--- src/rtl/pre_post_pkg.sv ---
// rtl/pre_post_pkg.sv - shared constants and types for the 36/24-bit pixel packers
package pre_post_pkg;

   localparam int CH_W   = 12;
   localparam int CH_HI  = 24;
   localparam int CH_MID = 12;
   localparam int CH_LO  = 0;

   localparam logic [12:0] ROUND_BIAS = 13'd8;
   localparam logic [11:0] SAT_LIMIT  = 12'd4088;

   typedef enum logic [1:0] {
      WAIT_VS = 2'd0,
      IN_VS   = 2'd1,
      LOCKED  = 2'd2
   } lock_state_t;

endpackage

--- src/rtl/px_conv12to8.sv ---
// rtl/px_conv12to8.sv - one channel 12-bit to 8-bit, truncate or round-half-up with saturation
module px_conv12to8
   import pre_post_pkg::*;
(
   input  logic [CH_W-1:0] x,
   input  logic            round_en,
   output logic [7:0]      y
);

   logic [12:0] sum;
   logic        unused_sum_bits;

   assign sum             = {1'b0, x} + ROUND_BIAS;
   assign unused_sum_bits = ^{sum[12], sum[3:0]};

   // Codes at or above SAT_LIMIT would carry into bit 12; clamp instead of wrapping.
   always_comb begin
      if (!round_en)
         y = x[11:4];
      else if (x >= SAT_LIMIT)
         y = 8'hFF;
      else
         y = sum[11:4];
   end

endmodule

--- src/rtl/preprocess_pipe.sv ---
// rtl/preprocess_pipe.sv - 36-bit 12bpc to 24-bit 8bpc pipeline with frame lock and geometry
module preprocess_pipe
   import pre_post_pkg::*;
#(
   parameter int CNT_W  = 12,
   parameter bit VS_POL = 1'b1
) (
   input  logic             clk,
   input  logic             rst_n,
   input  logic             round_en,
   input  logic             de_in,
   input  logic             hsync_in,
   input  logic             vsync_in,
   input  logic [35:0]      video_in,
   output logic             de_out,
   output logic             hsync_out,
   output logic             vsync_out,
   output logic [23:0]      video_out,
   output logic             frame_locked,
   output logic [CNT_W-1:0] line_px,
   output logic [CNT_W-1:0] frame_lines
);

   logic [35:0]      video_s1;
   logic             de_s1, hs_s1, vs_s1, rnd_s1;
   logic             vs_q, de_q;
   logic             vs_rise, vs_fall, de_fall, locked;
   lock_state_t      state, state_next;
   logic [CNT_W-1:0] px_cnt, ln_cnt, ln_next;
   logic [7:0]       c_hi, c_mid, c_lo;

   always_ff @(posedge clk or negedge rst_n) begin
      if (!rst_n) begin
         video_s1 <= '0;
         de_s1    <= 1'b0;
         hs_s1    <= 1'b0;
         vs_s1    <= 1'b0;
         rnd_s1   <= 1'b0;
         vs_q     <= 1'b0;
         de_q     <= 1'b0;
      end else begin
         video_s1 <= video_in;
         de_s1    <= de_in;
         hs_s1    <= hsync_in;
         vs_s1    <= (vsync_in == VS_POL);
         rnd_s1   <= round_en;
         vs_q     <= vs_s1;
         de_q     <= de_s1;
      end
   end

   assign vs_rise = vs_s1 & ~vs_q;
   assign vs_fall = ~vs_s1 & vs_q;
   assign de_fall = ~de_s1 & de_q;
   assign locked  = (state == LOCKED);

   always_ff @(posedge clk or negedge rst_n) begin
      if (!rst_n)
         state <= WAIT_VS;
      else
         state <= state_next;
   end

   always_comb begin
      state_next = state;
      case (state)
         WAIT_VS: if (vs_rise) state_next = IN_VS;
         IN_VS:   if (vs_fall) state_next = LOCKED;
         LOCKED:  state_next = LOCKED;
         default: state_next = WAIT_VS;
      endcase
   end

   px_conv12to8 u_conv_hi  (.x(video_s1[CH_HI  +: CH_W]), .round_en(rnd_s1), .y(c_hi));
   px_conv12to8 u_conv_mid (.x(video_s1[CH_MID +: CH_W]), .round_en(rnd_s1), .y(c_mid));
   px_conv12to8 u_conv_lo  (.x(video_s1[CH_LO  +: CH_W]), .round_en(rnd_s1), .y(c_lo));

   // Gating uses the pre-update state so the pixel that carries the lock edge is still blanked.
   always_ff @(posedge clk or negedge rst_n) begin
      if (!rst_n) begin
         de_out       <= 1'b0;
         hsync_out    <= 1'b0;
         vsync_out    <= 1'b0;
         video_out    <= '0;
         frame_locked <= 1'b0;
      end else begin
         de_out       <= de_s1 & locked;
         hsync_out    <= hs_s1;
         vsync_out    <= vs_s1 ~^ VS_POL;
         video_out    <= locked ? {c_mid, c_lo, c_hi} : 24'h0;
         frame_locked <= (state_next == LOCKED);
      end
   end

   // A de fall on the vsync edge is counted into the frame it closes.
   assign ln_next = (de_fall && ln_cnt != '1) ? ln_cnt + CNT_W'(1) : ln_cnt;

   always_ff @(posedge clk or negedge rst_n) begin
      if (!rst_n) begin
         px_cnt      <= '0;
         ln_cnt      <= '0;
         line_px     <= '0;
         frame_lines <= '0;
      end else begin
         if (de_fall) begin
            line_px <= px_cnt;
            px_cnt  <= '0;
         end else if (de_s1 && px_cnt != '1) begin
            px_cnt <= px_cnt + CNT_W'(1);
         end
         if (vs_rise) begin
            frame_lines <= ln_next;
            ln_cnt      <= '0;
         end else begin
            ln_cnt <= ln_next;
         end
      end
   end

endmodule

--- config.mk ---
export PLATFORM = sky130hd
export DESIGN_NAME = preprocess_pipe
export DESIGN_NICKNAME = d
export VERILOG_FILES = /design/src/rtl/pre_post_pkg.sv /design/src/rtl/px_conv12to8.sv /design/src/rtl/preprocess_pipe.sv
export SDC_FILE = /design/constraint.sdc
export NUM_CORES = 1
export LEC_CHECK = 0
export BUFFER_PORTS_ARGS = -buffer_cell sky130_fd_sc_hd__buf_2
export CAP_MARGIN = 20
export CORE_MARGIN = 4
export CORE_UTILIZATION = 54
export DETAILED_ROUTE_END_ITERATION = 10
export PLACE_DENSITY = 0.89
export SKIP_CTS_REPAIR_TIMING = 1
export SLEW_MARGIN = 20
export SYNTH_ARGS = -nofsm -noshare
export SYNTH_HDL_FRONTEND = slang
export SYNTH_SLANG_ARGS = --single-unit
--- constraint.sdc ---
create_clock -name clk -period 2.19 [get_ports clk]
set_clock_uncertainty 0.05 [all_clocks]
set_input_delay 0.657 -clock clk [delete_from_list [all_inputs] [get_ports clk]]
set_output_delay 0.657 -clock clk [all_outputs]
set_load 0.01 [all_outputs]
==> impl_metrics.toml, run 1 <==
[pwr]
p_int_mw = 2.87
seq_power_share_pct = 58.6
p_comb_share_pct = 14.1
p_sw_share_pct = 28.1
pwr-share-clk_pct = 27.3
p_switching_mw = 1.12
power.density_mw_per_mm2 = 777
irDropWorstVdd_mv = 0.356
power.leakage_nw = 2.51

[finish]
final_nets = 536
drive_gt1_share_pct = 22.3
area_delta_synth_final_pct = 17.2
finish.utilization_pct = 65.7
fin_cells = 595
diodes = 0
fillers = 608

[timing]
rsz0062_at_grt = "false"
hold_viol = 0
setup_tns_ns = 0
timing.final.ws_setup_ns = 0.203
worst_slew_pin_slew_ns = 0.798
slew_headroom_pct = 46.8
setup-violations-final = 0
final.min_clock_period_ns = 1.99
timing.final.crit_share_pct = 90.7
drv_slew = 0
hold_slack_ns = 0.264
fmax_ghz = 0.503

[synthesis]
synth_mux_area_share_pct = 1.60
synth_area_leader_cell = "dfrtp_1"
synth_cells = 398
syn_nets = 445
yosys-top-cells-area = "dfrtp_1 63%, nand2_1 5.7%, a21oi_1 3.4%"
synth_compound_area_share_pct = 11.6
synth-xor-area-share_pct = 2.80
synth_top_family_by_area = "simple AND/OR/NAND/NOR gates"
syn_avg_cell_area_um2 = 11.0
yosys_warnings = 0
ys_seq_area_share_pct = 62.9
ys_types = 40
synth.top_cell.area_share_pct = 62.9
yosys.area_share.simple_pct = 17.8
synth_area_mm2 = 0.00438
synth_seq_cells = 110
synth_adder_area_share_pct = 1.43

[die]
num_rows = 32
die_w_um = 98.0
coreArea_mm2 = 0.00781
die-height_um = 98.0
num_io_pins = 94
die-area_mm2 = 0.00961
start_util_pct = 56.1

[worst_setup_path]
path_cells = "ha_1 -> and2_1 -> a211o_1 -> or4_1 -> a21oi_1"
critical-path-max-stage-delay_ns = 0.52
crit_path_start_kind = "flip-flop"
crit_cells = 5
worstPathArrival_ns = 2.23
worst-r2r-setup-slack_ns = 0.20
critPathBufInv = 0
reg2reg_depth = 5
crit_slowest_cell = "or4_1"
critPathTopFamily = "simple AND/OR/NAND/NOR gates"
crit_required_ns = 2.43
crit_fanout = 6
setup.worst_path.class = "reg -> reg"
cp-end-kind = "flip-flop"

[clock_network]
clock-root-buffer = "clkbuf_8"
path_clk_slew_ns = 0.10
cts_tree = "done"
h-tree-depth = 3
clkSinkCount = 110
cts_max_path_buffers = 2
clk_latency_ns = 0.36
cts_buffers = 9

[routing]
vias = 3315
drt-total-wl_um = 8650
viasPerCell = 5.57
drc = 0
first_pass_iters = 5
first_iter_violations = 141
ant_nets = 0
wl_per_cell_um = 14.5

[hold_path]
hold_class = "in -> async"

[placement]
pre_cts_slack_ns = 0.227
io_buffers = 84
dpl.hpwl_um = 6090
dp.cells = 580
gp_congestion = 0.837

[global_route]
grt_pass1_vias = 3283
grtUsageTotal_pct = 18.8
grt_max_degree = 111
grt_overflow = 0
antenna_found_initial = 0
grt_first_pass_wirelength_um = 14700

[run_status]
outcome = "completed"

[run]
drv_cap = 0
-- flip-flops by register name, indices dropped and copies added (netlist names), 2 cells and up --
signal and flops:
state 2, px_cnt 12, frame_lines 12, ln_cnt 12, video_out 24, video_s1 27, line_px 12
-- final timing paths --
kind	from	end
setup reg to reg	px_cnt[0]$_DFFE_PN0P_	px_cnt[10]$_DFFE_PN0P_
setup / recovery	px_cnt[0]$_DFFE_PN0P_	px_cnt[10]$_DFFE_PN0P_
hold reg to reg	hs_s1$_DFF_PN0_	hsync_out$_DFF_PN0_
max in group asynchronous	rst_n	video_s1[27]$_DFF_PN0_
min in group clk	hs_s1$_DFF_PN0_	hsync_out$_DFF_PN0_
hold / removal	rst_n	video_out[14]$_DFF_PN0_
-- logic make-up after synthesis --
kind of cell | Yosys count
adder cells (fa/ha/maj) | 5
flip-flops | 110
AND/OR/NAND/NOR | 159
AO/OA/AOI/OAI | 82
multiplexers | 7
buffers and inverters | 21
XOR/XNOR | 14
-- layer usage --
layer,GRT usage [%],wire length [um],up-vias
li1,-,-,1606
met1,22.7,3540,1584
met2,32.3,4420,96
met3,3.57,412,29
met4,9.16,276,0
met5,0,0,-
-- final cells by class --
| type | instances | area (um2) | share of cell area, % |
|---|---|---|---|
| Clock buffer | 10 | 128 | 2.49 |
| Clock inverter | 5 | 45.0 | 0.878 |
| Inverter | 8 | 30.0 | 0.586 |
| Multi-Input combinational cell | 267 | 1540 | 30.1 |
| Sequential cell | 110 | 2750 | 53.7 |
| Tap cell | 102 | 128 | 2.49 |
| Timing Repair Buffer | 93 | 503 | 9.81 |
-- power by group through the flow --
stage,clock network [mW],registers (mW),logic (mW)
floorplan,0,2.42,0.240
global placement,0,2.36,0.549
detailed placement,0,2.38,0.568
CTS,1.11,2.34,0.572
global route,1.20,2.36,0.626
finish,1.09,2.33,0.562
-- synth_stat cells --
cell,instances
nand3_2,1
nor2_1,23
o31ai_1,9
a21o_1,1
o41ai_1,3
nand4_1,10
a211oi_1,3
nor2b_1,2
clkbuf_1,10
and2_1,1
o21bai_1,1
o211ai_1,3
o21ai_0,14
a21oi_1,30
nor4_1,6
a31oi_1,12
and4b_1,3
o41ai_2,1
o21a_1,1
mux2i_1,7
buf_1,1
ha_1,5
xnor2_1,5
xor2_1,9
inv_1,8
dfrtp_1,110
and4_1,3
nor3_1,5
or2_0,1
nand2_1,67
nand3b_1,2
or2_2,1
nand2b_1,3
nand3_1,12
buf_2,2
and3_1,7
a211o_1,1
or3_1,7
o311ai_0,3
or4_1,5
-- placed cells by master, fill, tap and decap left out, types with 5 or more instances in the layout --
master and instances:
or4_1 5, nor4_1 6, nand2_1 67, xnor2_1 5, o21ai_0 14, nor2_1 23
and3_1 7, or3_1 7, mux2i_1 7, buf_4 9, buf_2 83, a31oi_1 12
ha_1 5, dfrtp_1 110, nand4_1 10, inv_1 8, nand3_1 12, xor2_1 9
a21oi_1 30, o31ai_1 9, clkbuf_8 9, nor3_1 5
-- stage by stage --
step	cell area (um2)	total power, mW
after floorplan	4380	2.66
after global placement	4960	2.91
after detailed placement	4960	2.94
after CTS	5130	4.02
after global routing	5130	4.19
final	5130	3.99
-- worst register-to-register path, delay by kind of cell (launching register included) --
kind | cells | cell delay, ns
and+or+nand+nor | 2 | 0.70
AOI/OAI and AO/OA | 2 | 0.48
DFF | 1 | 0.44
adders and majority gates | 1 | 0.25
Power figures use the tool's default switching activity.
==> run 2: changes to the inputs <==
--- a/config.mk
+++ b/config.mk
@@ -7,10 +7,10 @@
 export LEC_CHECK = 0
 export BUFFER_PORTS_ARGS = -buffer_cell sky130_fd_sc_hd__buf_2
 export CAP_MARGIN = 20
-export CORE_MARGIN = 4
-export CORE_UTILIZATION = 54
+export CORE_UTILIZATION = 56
+export CTS_BUF_LIST = sky130_fd_sc_hd__clkbuf_2 sky130_fd_sc_hd__clkbuf_4 sky130_fd_sc_hd__clkbuf_8
 export DETAILED_ROUTE_END_ITERATION = 10
-export PLACE_DENSITY = 0.89
+export PLACE_DENSITY = 0.92
 export SKIP_CTS_REPAIR_TIMING = 1
 export SLEW_MARGIN = 20
 export SYNTH_ARGS = -nofsm -noshare
==> run 2 against run 1 <==
Against the previous run: clock power is 6% higher; design area is 0.37% higher; sequential power hardly changed; power is 1.5% higher; fmax is 0.53% lower; wire length is 0.59% lower; flip-flop and latch count stayed put; first-iteration DRC count is 57% higher; hold slack worse by 0.19 ns; combinational power is 0.7% lower; setup slack worse by 0.011 ns; critical path type unchanged; critical endpoint unchanged.
==> impl_metrics.toml, run 2 (same netlist as run 1, synthesis figures left out) <==
[die]
coreArea_mm2 = 0.00741
die-height_um = 90.4
die_w_um = 90.4
die-area_mm2 = 0.00817
num_rows = 31
start_util_pct = 59.1
num_io_pins = 94

[worst_setup_path]
crit_slowest_cell = "or4_1"
critical-path-max-stage-delay_ns = 0.51
path_cells = "ha_1 -> and2_1 -> a211o_1 -> or4_1 -> a21oi_1"
worstPathArrival_ns = 2.25
cp-end-kind = "flip-flop"
crit_path_start_kind = "flip-flop"
crit_required_ns = 2.44
crit_fanout = 6
critPathTopFamily = "simple AND/OR/NAND/NOR gates"
setup.worst_path.class = "reg -> reg"
critPathBufInv = 0

[finish]
final_nets = 535
largest_register = "video_s1"
largest_reg_flops = 27
area_delta_synth_final_pct = 17.6
drive_gt1_share_pct = 22.5
layout_common_cells = "110 x dfrtp_1, 83 x buf_2, 67 x nand2_1"
fin_cells = 592
diodes = 0
final_common_cell = "dfrtp_1"
top_regs = "video_s1: 27 flops, video_out: 24 flops"

[timing]
setup-violations-final = 0
rsz0062_at_grt = "false"
fmax_ghz = 0.501
timing.final.crit_share_pct = 91.2
worst_slew_pin_slew_ns = 0.529
slew_headroom_pct = 64.4
final.min_clock_period_ns = 2.00
hold_viol = 0
setup_tns_ns = 0
timing.final.ws_setup_ns = 0.192
drv_slew = 0

[routing]
first_iter_violations = 222
first_pass_iters = 5
drc = 0
vias = 3297
viasPerCell = 5.57
wl_per_cell_um = 14.5
drt-total-wl_um = 8600
ant_nets = 0

[clock_network]
clock-root-buffer = "clkbuf_8"
clkSinkCount = 110
cts_tree = "done"
clk_latency_ns = 0.36
cts_max_path_buffers = 2
path_clk_slew_ns = 0.10
cts_buffers = 9
h-tree-depth = 3

[run]
drv_cap = 0

[global_route]
grt_first_pass_wirelength_um = 14500
grtUsageTotal_pct = 22.4
grt_max_degree = 52
grt_pass1_vias = 3211
grt_overflow = 0
antenna_found_initial = 0

[pwr]
power.density_mw_per_mm2 = 786
irDropWorstVdd_mv = 0.315
power.leakage_nw = 2.52

[hold_path]
hold_class = "in -> async"

[placement]
pre_cts_slack_ns = 0.231
gp_congestion = 0.843
dpl.hpwl_um = 6030
dp.cells = 576
io_buffers = 84

[run_status]
outcome = "completed"
run 2: cell types whose count changed in the layout (fill, tap and decap cells not counted), sizes merged:
cell / previous run / this run
clkinvlp: 1 / 0
buf: 93 / 92
inv: 9 / 12
clkinv: 3 / 2
run 2: final cells by class:
type / count / area [um2]
tap: 99 / 124
multi-input combinational: 267 / 1540
sequential: 110 / 2750
clock inverter: 6 / 52.6
timing repair buffer: 92 / 508
clock buffer: 10 / 138
fill: 536 / 2260
inverter: 8 / 30.0
run 2: worst paths after layout:
path	startpoint	endpoint	slack [ns]	cells past startpoint
setup / recovery	px_cnt[0]$_DFFE_PN0P_	px_cnt[10]$_DFFE_PN0P_	0.19	5
hold / removal	rst_n	video_out[15]$_DFF_PN0_	0.07	1
setup reg to reg	px_cnt[0]$_DFFE_PN0P_	px_cnt[10]$_DFFE_PN0P_	0.19	5
hold reg to reg	hs_s1$_DFF_PN0_	hsync_out$_DFF_PN0_	0.34	0
max in group asynchronous	rst_n	frame_lines[7]$_DFFE_PN0P_	1.52	2
min in group clk	video_in[21]	video_s1[21]$_DFF_PN0_	0.34	1
run 2: power breakdown:
part           total [mW]  leakage (nW)  internal, mW  switching (mW)
Sequential           2.34          1.42          2.22           0.120
Clock                1.15        0.0983         0.466           0.685
Combinational       0.558         0.999         0.227           0.331
Total                4.05          2.52          2.91            1.14
run 2: worst reg2reg max path, delay by kind of cell (launching register included):
family | cells | cell delay (ns)
AND/OR/NAND/NOR | 2 | 0.69
AO/OA/AOI/OAI | 2 | 0.48
flip-flops | 1 | 0.46
adder cells (fa/ha/maj) | 1 | 0.25
run 2: per-stage QoR:
stage | utilization (%) | instance area [um2] | total power, mW | hold slack, ns
after floorplan | - | 4380 | 2.66 | 0.281
after global placement | 66.9 | 4960 | 2.90 | 0.282
after detailed placement | 66.9 | 4960 | 2.93 | 0.311
after CTS | 69.5 | 5150 | 4.08 | 0.0633
after global routing | 69.5 | 5150 | 4.25 | 0.0629
final | 69.5 | 5150 | 4.05 | 0.0736
run 2: per-layer routing:
| metal | track usage (%) | routed length [um] | vias up |
|---|---|---|---|
| li1 | - | - | 1602 |
| met1 | 27.2 | 3600 | 1562 |
| met2 | 39.3 | 4350 | 112 |
| met3 | 4.88 | 468 | 21 |
| met4 | 8.20 | 184 | 0 |
| met5 | 0 | 0 | - |
